[src/rtl/md5_msg_ctrl.sv]
// md5_msg_ctrl
//   Message sequencer in front of md5_core_block. Packs a little-endian 32-bit
//   word stream into 512-bit blocks, appends the 0x80 marker and the 64-bit
//   bit length, issues one block at a time to the core, chains each block's
//   result into the next IV and returns the canonical 128-bit digest.
//   Only one message is in flight; the next is accepted once the digest is taken.
//
// Ports
//   clk_i, reset_i              clock (rising edge), async active-high reset
//   in_valid_i / in_ready_o     word stream handshake
//   in_data_i [31:0]            message word, byte 0 in [7:0]
//   in_last_i, in_bytes_i[2:0]  final word flag, valid bytes (values >4 read as 4)
//   core_start_o                1-cycle pulse per block
//   core_block_o [511:0]        word i at [32i+31:32i], stable start..done
//   core_iv_o [127:0]           {A,B,C,D}, stable start..done
//   core_done_i, core_chain_i   core result pulse and chained {A,B,C,D}
//   dig_valid_o / dig_ready_i   digest handshake
//   dig_data_o [127:0]          digest, [127:120] = A[7:0] ... [7:0] = D[31:24]
module md5_msg_ctrl #(
  parameter logic [31:0] IV_A = 32'h67452301,
  parameter logic [31:0] IV_B = 32'hefcdab89,
  parameter logic [31:0] IV_C = 32'h98badcfe,
  parameter logic [31:0] IV_D = 32'h10325476
) (
  input  logic         clk_i,
  input  logic         reset_i,
  input  logic         in_valid_i,
  output logic         in_ready_o,
  input  logic [31:0]  in_data_i,
  input  logic         in_last_i,
  input  logic [2:0]   in_bytes_i,
  output logic         core_start_o,
  output logic [511:0] core_block_o,
  output logic [127:0] core_iv_o,
  input  logic         core_done_i,
  input  logic [127:0] core_chain_i,
  output logic         dig_valid_o,
  input  logic         dig_ready_i,
  output logic [127:0] dig_data_o
);

  localparam logic [127:0] IV = {IV_A, IV_B, IV_C, IV_D};

  typedef enum logic [2:0] {
    S_IDLE, S_FILL, S_PAD, S_RUN, S_WAIT, S_PAD2, S_DONE
  } state_t;

  // where the message ended inside the current block
  typedef struct packed {
    logic [3:0] idx;
    logic [2:0] nb;
  } tail_t;

  state_t            state_q;
  logic [15:0][31:0] blk_q;
  logic [127:0]      iv_q;
  logic [127:0]      dig_q;
  logic [63:0]       cnt_q;
  logic [3:0]        widx_q;
  tail_t             tail_q;
  logic              final_q;    // block being compressed is the last one
  logic              pad2_q;     // a length-only block must follow
  logic              pad2_80_q;  // that block also carries the 0x80 marker
  logic              in_ready_q;
  logic              start_q;
  logic              dvld_q;

  // incoming word with bytes above in_bytes cleared and the marker inserted
  logic [2:0]   nb_d;
  logic [31:0]  mask_d;
  logic [31:0]  mark_d;
  logic [31:0]  word_d;
  logic         accept_d;
  logic [4:0]   pos80_d;
  logic [63:0]  cnt_d;
  logic [127:0] chain_sw_d;

  assign nb_d = (in_bytes_i > 3'd4) ? 3'd4 : in_bytes_i;

  always_comb begin
    mask_d = 32'h0;
    case (nb_d)
      3'd0:    mask_d = 32'h0000_0000;
      3'd1:    mask_d = 32'h0000_00ff;
      3'd2:    mask_d = 32'h0000_ffff;
      3'd3:    mask_d = 32'h00ff_ffff;
      default: mask_d = 32'hffff_ffff;
    endcase
  end

  assign mark_d   = (in_last_i && nb_d != 3'd4) ? (32'h80 << {nb_d[1:0], 3'b000}) : 32'h0;
  assign word_d   = (in_data_i & mask_d) | mark_d;
  assign accept_d = in_valid_i && in_ready_q && (state_q == S_IDLE || state_q == S_FILL);
  assign cnt_d    = cnt_q + {58'd0, nb_d, 3'b000};
  // a full last word pushes the marker into the following word (may be 16)
  assign pos80_d  = {1'b0, tail_q.idx} + {4'd0, (tail_q.nb == 3'd4)};

  // per-word byte reversal of the chain into canonical digest order
  for (genvar w = 0; w < 4; w++) begin : g_sw_w
    for (genvar b = 0; b < 4; b++) begin : g_sw_b
      assign chain_sw_d[127-32*w-8*b -: 8] = core_chain_i[32*(3-w)+8*b +: 8];
    end
  end

  always_ff @(posedge clk_i or posedge reset_i) begin
    if (reset_i) begin
      state_q    <= S_IDLE;
      blk_q      <= '0;
      iv_q       <= IV;
      dig_q      <= '0;
      cnt_q      <= '0;
      widx_q     <= '0;
      tail_q     <= '0;
      final_q    <= 1'b0;
      pad2_q     <= 1'b0;
      pad2_80_q  <= 1'b0;
      in_ready_q <= 1'b0;
      start_q    <= 1'b0;
      dvld_q     <= 1'b0;
    end else begin
      case (state_q)
        S_IDLE, S_FILL: begin
          in_ready_q <= 1'b1;
          if (accept_d) begin
            blk_q[widx_q] <= word_d;
            cnt_q         <= cnt_d;
            widx_q        <= widx_q + 4'd1;
            if (in_last_i) begin
              tail_q     <= '{idx: widx_q, nb: nb_d};
              in_ready_q <= 1'b0;
              state_q    <= S_PAD;
            end else if (widx_q == 4'd15) begin
              final_q    <= 1'b0;
              pad2_q     <= 1'b0;
              in_ready_q <= 1'b0;
              state_q    <= S_RUN;
            end else begin
              state_q    <= S_FILL;
            end
          end
        end
        S_PAD: begin
          widx_q <= '0;
          if (tail_q.nb == 3'd4 && tail_q.idx != 4'd15)
            blk_q[tail_q.idx + 4'd1] <= 32'h0000_0080;
          if (pos80_d <= 5'd13) begin
            blk_q[14] <= cnt_q[31:0];
            blk_q[15] <= cnt_q[63:32];
            final_q   <= 1'b1;
            pad2_q    <= 1'b0;
          end else begin
            // no room for the length: send this block as is, length follows
            final_q   <= 1'b0;
            pad2_q    <= 1'b1;
            pad2_80_q <= (pos80_d == 5'd16);
          end
          state_q <= S_RUN;
        end
        S_RUN: begin
          start_q <= 1'b1;
          state_q <= S_WAIT;
        end
        S_WAIT: begin
          start_q <= 1'b0;
          if (core_done_i) begin
            iv_q  <= core_chain_i;
            blk_q <= '0;  // later words of the next block must read as zero
            if (final_q) begin
              dig_q   <= chain_sw_d;
              dvld_q  <= 1'b1;
              state_q <= S_DONE;
            end else if (pad2_q) begin
              state_q <= S_PAD2;
            end else begin
              in_ready_q <= 1'b1;
              state_q    <= S_FILL;
            end
          end
        end
        S_PAD2: begin
          blk_q[0]  <= pad2_80_q ? 32'h0000_0080 : 32'h0;
          blk_q[14] <= cnt_q[31:0];
          blk_q[15] <= cnt_q[63:32];
          final_q   <= 1'b1;
          pad2_q    <= 1'b0;
          state_q   <= S_RUN;
        end
        S_DONE: begin
          if (dig_ready_i) begin
            dvld_q     <= 1'b0;
            iv_q       <= IV;
            cnt_q      <= '0;
            widx_q     <= '0;
            final_q    <= 1'b0;
            in_ready_q <= 1'b1;
            state_q    <= S_IDLE;
          end
        end
        default: state_q <= S_IDLE;
      endcase
    end
  end

  assign in_ready_o   = in_ready_q;
  assign core_start_o = start_q;
  assign core_block_o = blk_q;
  assign core_iv_o    = iv_q;
  assign dig_valid_o  = dvld_q;
  assign dig_data_o   = dig_q;

endmodule

[config.mk]
export PLATFORM = sky130hd
export DESIGN_NAME = md5_msg_ctrl
export DESIGN_NICKNAME = d
export VERILOG_FILES = /design/src/rtl/md5_msg_ctrl.sv
export SDC_FILE = /design/constraint.sdc
export NUM_CORES = 2
export LEC_CHECK = 0
export ABC_CLOCK_PERIOD_IN_PS = 48700
export CORE_AREA = 2 2 370 372
export CTS_CLUSTER_SIZE = 28
export DETAILED_ROUTE_END_ITERATION = 10
export DIE_AREA = 0 0 372 374
export PLACE_DENSITY = 0.44
export SLEW_MARGIN = 25
export SYNTH_ARGS = -nofsm -noshare
export SYNTH_HDL_FRONTEND = slang
export SYNTH_SLANG_ARGS = --single-unit
[constraint.sdc]
create_clock -name clk_i -period 48.7 [get_ports clk_i]
set_input_delay 14.61 -clock clk_i [delete_from_list [all_inputs] [get_ports clk_i]]
set_output_delay 14.61 -clock clk_i [all_outputs]
set_load 0.1 [all_outputs]
==> run summary <==
FP Rows - 135
RSZ-0062 raised after global routing - no
Critical path class - input port to async pin
Number of enable flip-flop cells after synthesis - 0
CTS Root Cell - clkbuf_16
Post-layout minimum cycle time - 17.34 ns
Horiz. Die Dim - 372 um
Crit path DAT - 18.01 ns
Register area share after synthesis - 63.81%
Post-DRT Antenna Nets - 0
Largest net degree at the start of global routing - 161
Worst Hold Class - flop to flop
Die ar. - 139100 um2
Number of CTS-inserted buffers - 101
CTS tree - built
RR Endpoint - dig_data_o[22]
Dominant synthesized flop cell - dfrtp_1
Reg2Reg Depth - 5
CTS max path bufs - 3
PortBufs - 939
Clock net sink count - 849
Normalized max-slew margin - 23.62%
Iteration-0 DRC Markers - 1758
Crit-path max FO - 160
Fillers - 13600
Top Ports - 940
Dpl cells - 5469
Hold_buf cts - 0
Worst-margin pin slew - 1.142 ns
Synth warnings - 0
DRC errors left - 0
First-pass GRT wire length - 217300 um
Max incr delay on CP - 0.76 ns
WL/cell - 27.56 um
Slowest stage cell, crit path - buf_4
Status - finished, final reports clean
Fin cells - 5659
Max Cap Viol - 0
Crit share post-route - 35.61%
Synth Register Bits - 849
Antenna violations before repair - 25
Drt via density - 4.770
Post-synth ARST share - 100.0%
Final hold vios - 0
Worst reg-to-reg setup slack - 44.97 ns
FF-to-FF Start - state_q[2]
Initial DRT Pass Iterations - 5
Setup WS post-layout - 31.36 ns
GRT overflow - 0
Clock skew - 0.04982 ns
Setup violators final - 0
H-tree depth - 3
Final setup TNS - 0 ns
Initial Util - 24.76%
Syn Area/Cell - 11.48 um2
Hold Path Cell Cnt - 2
Layout area overhead - 42.67%
Cts repair resizes - 0
Fmax - 57.67 MHz
Post-Syn Area - 33420 um2
Max-slew violations - 0
CP endpoint kind - async pin
Worst skew pair latency - 0.71 ns
Vias in the first global route - 27090
Placer congestion estimate - 0.8024
Layout Nets - 3971
Reg clk slew, reported paths - 0.05 ns
Fin area - 47680 um2
Post-synthesis cell type count - 78
GRT Overall Usage - 21.86%
Hold EP - core_block_o[334]
Setup bufs post-CTS - 0
Pre-CTS setup slack - 30.37 ns
Final Routed Wirelength - 155900 um
CP cell instances - clkdlybuf4s50_1 > inv_8 > buf_4 > buf_4 > buf_12
Syn Inst Count - 2912
Startpoint class of the critical path - input port
Fraction of layout cells with a size suffix above 1 - 14.37%
Via count - 27000
HP Start - core_block_o[334]
Syn Nets - 3091
CP most frequent cell - buf_4
Worst EP required - 49.37 ns
Core area - 135000 um2
Post-DP Area - 44460 um2
Die Y - 374 um
HPWL after detailed placement - 111100 um
[flip-flops by register name, indices dropped and copies added (netlist names)]
register,flops
cnt_q,61
core_block_o,512
core_iv_o,128
core_start_o,1
dig_data_o,128
dig_valid_o,1
final_q,1
in_ready_o,1
pad2_80_q,1
pad2_q,1
state_q,3
tail_q,7
widx_q,4
[how the worst max path moves through the flow]
stage,from,to,slack [ns],cells past startpoint
2_1_floorplan,reset_i,cnt_q[10],10.34,1
3_3_place_gp,reset_i,core_block_o[422],30.32,5
3_5_place_dp,reset_i,core_block_o[84],30.37,5
4_1_cts,reset_i,core_block_o[326],31.16,5
5_1_grt,reset_i,dig_data_o[100],30.88,5
6_report,reset_i,dig_data_o[100],31.36,5
[area by class of cell]
| cell class | instances | area, um2 | area share [%] |
|---|---|---|---|
| clock inverter | 22 | 245.2 | 0.5143 |
| antenna | 8 | 20.02 | 0.04199 |
| timing repair buffer | 1000 | 9658 | 20.26 |
| clock buffer | 159 | 2935 | 6.156 |
| sequential | 849 | 21330 | 44.73 |
| inverter | 15 | 63.81 | 0.1338 |
| tap | 1781 | 2228 | 4.674 |
| multi-input combinational | 1825 | 11200 | 23.50 |
[Yosys cell counts (6+ instances only)]
cell type | n | share of area (%)
o2bb2ai_2 | 30 | 1.3
nand3_1 | 48 | 0.72
a22o_1 | 65 | 1.7
nand4_1 | 20 | 0.37
nand3b_1 | 9 | 0.20
o22ai_1 | 8 | 0.15
nand2_1 | 514 | 5.8
buf_1 | 17 | 0.19
a21o_1 | 7 | 0.16
o221ai_1 | 6 | 0.16
nor3_1 | 17 | 0.25
dfstp_2 | 64 | 5.0
nand2b_1 | 7 | 0.13
a21oi_1 | 68 | 1.0
o21ai_1 | 36 | 0.54
dfrtp_1 | 785 | 59
mux2_2 | 133 | 4.5
or3_1 | 8 | 0.15
a32oi_1 | 26 | 0.68
o22a_1 | 64 | 1.7
o2bb2ai_1 | 63 | 1.7
inv_1 | 14 | 0.16
xnor2_1 | 23 | 0.60
nor2b_1 | 10 | 0.19
and3_1 | 14 | 0.26
buf_2 | 72 | 1.1
o21ai_0 | 422 | 6.3
o211ai_1 | 6 | 0.13
xor2_1 | 27 | 0.71
or2_2 | 8 | 0.15
nor2_1 | 107 | 1.2
clkbuf_1 | 127 | 1.4
ha_1 | 9 | 0.34
[layout by cell type (no fill, tap or decap), types with 27 or more instances in the layout]
cell type / synthesis / final
a21oi_1: 68 / 67
a22o_1: 65 / 65
buf_2: 72 / 41
buf_4: 2 / 81
clkbuf_1: 127 / 39
clkbuf_16: 0 / 101
clkdlybuf4s50_1: 0 / 873
dfrtp_1: 785 / 785
dfstp_2: 64 / 64
mux2_2: 133 / 133
nand2_1: 514 / 505
nand3_1: 48 / 39
nor2_1: 107 / 105
o21ai_0: 422 / 422
o21ai_1: 36 / 35
o22a_1: 64 / 64
o2bb2ai_1: 63 / 63
o2bb2ai_2: 30 / 30
xor2_1: 27 / 27
[metrics by stage]
stage	hold WS, ns	utilization, %
3_5_place_dp	0.4688	32.94
3_3_place_gp	0.4609	33.05
6_report	0.4723	35.33
4_1_cts	0.4816	35.30
2_1_floorplan	0.4707	-
5_1_grt	0.4955	35.32
[per-layer routing]
layer	share of wire (%)	vias up	global-route usage (%)	wire, um
met5	0.068	-	0	106
met2	48	1039	36.29	75180
li1	-	12010	-	-
met4	3.2	16	6.695	5030
met3	7.9	202	6.524	12250
met1	41	13730	27.12	63370
[critical path, delay by kind of cell]
kind                   cells  cell delay (ns)
buffers and inverters      5             3.13
[logic make-up (layout without fill, tap and decap cells)]
family          after synthesis  in the layout  synth area share, %
flops                       849            849                63.81
buf+inv                     238           1196                3.077
xor+xnor                     50             50                1.310
other cells                   0              8                    0
compound gates              827            827                16.29
mux                         135            135                4.541
simple gates                803            803                10.57
fa+ha+maj                    10             10               0.3968
Power is not shown: default switching activity piles up to over one toggle a cycle in this logic, so the estimate is an artifact.
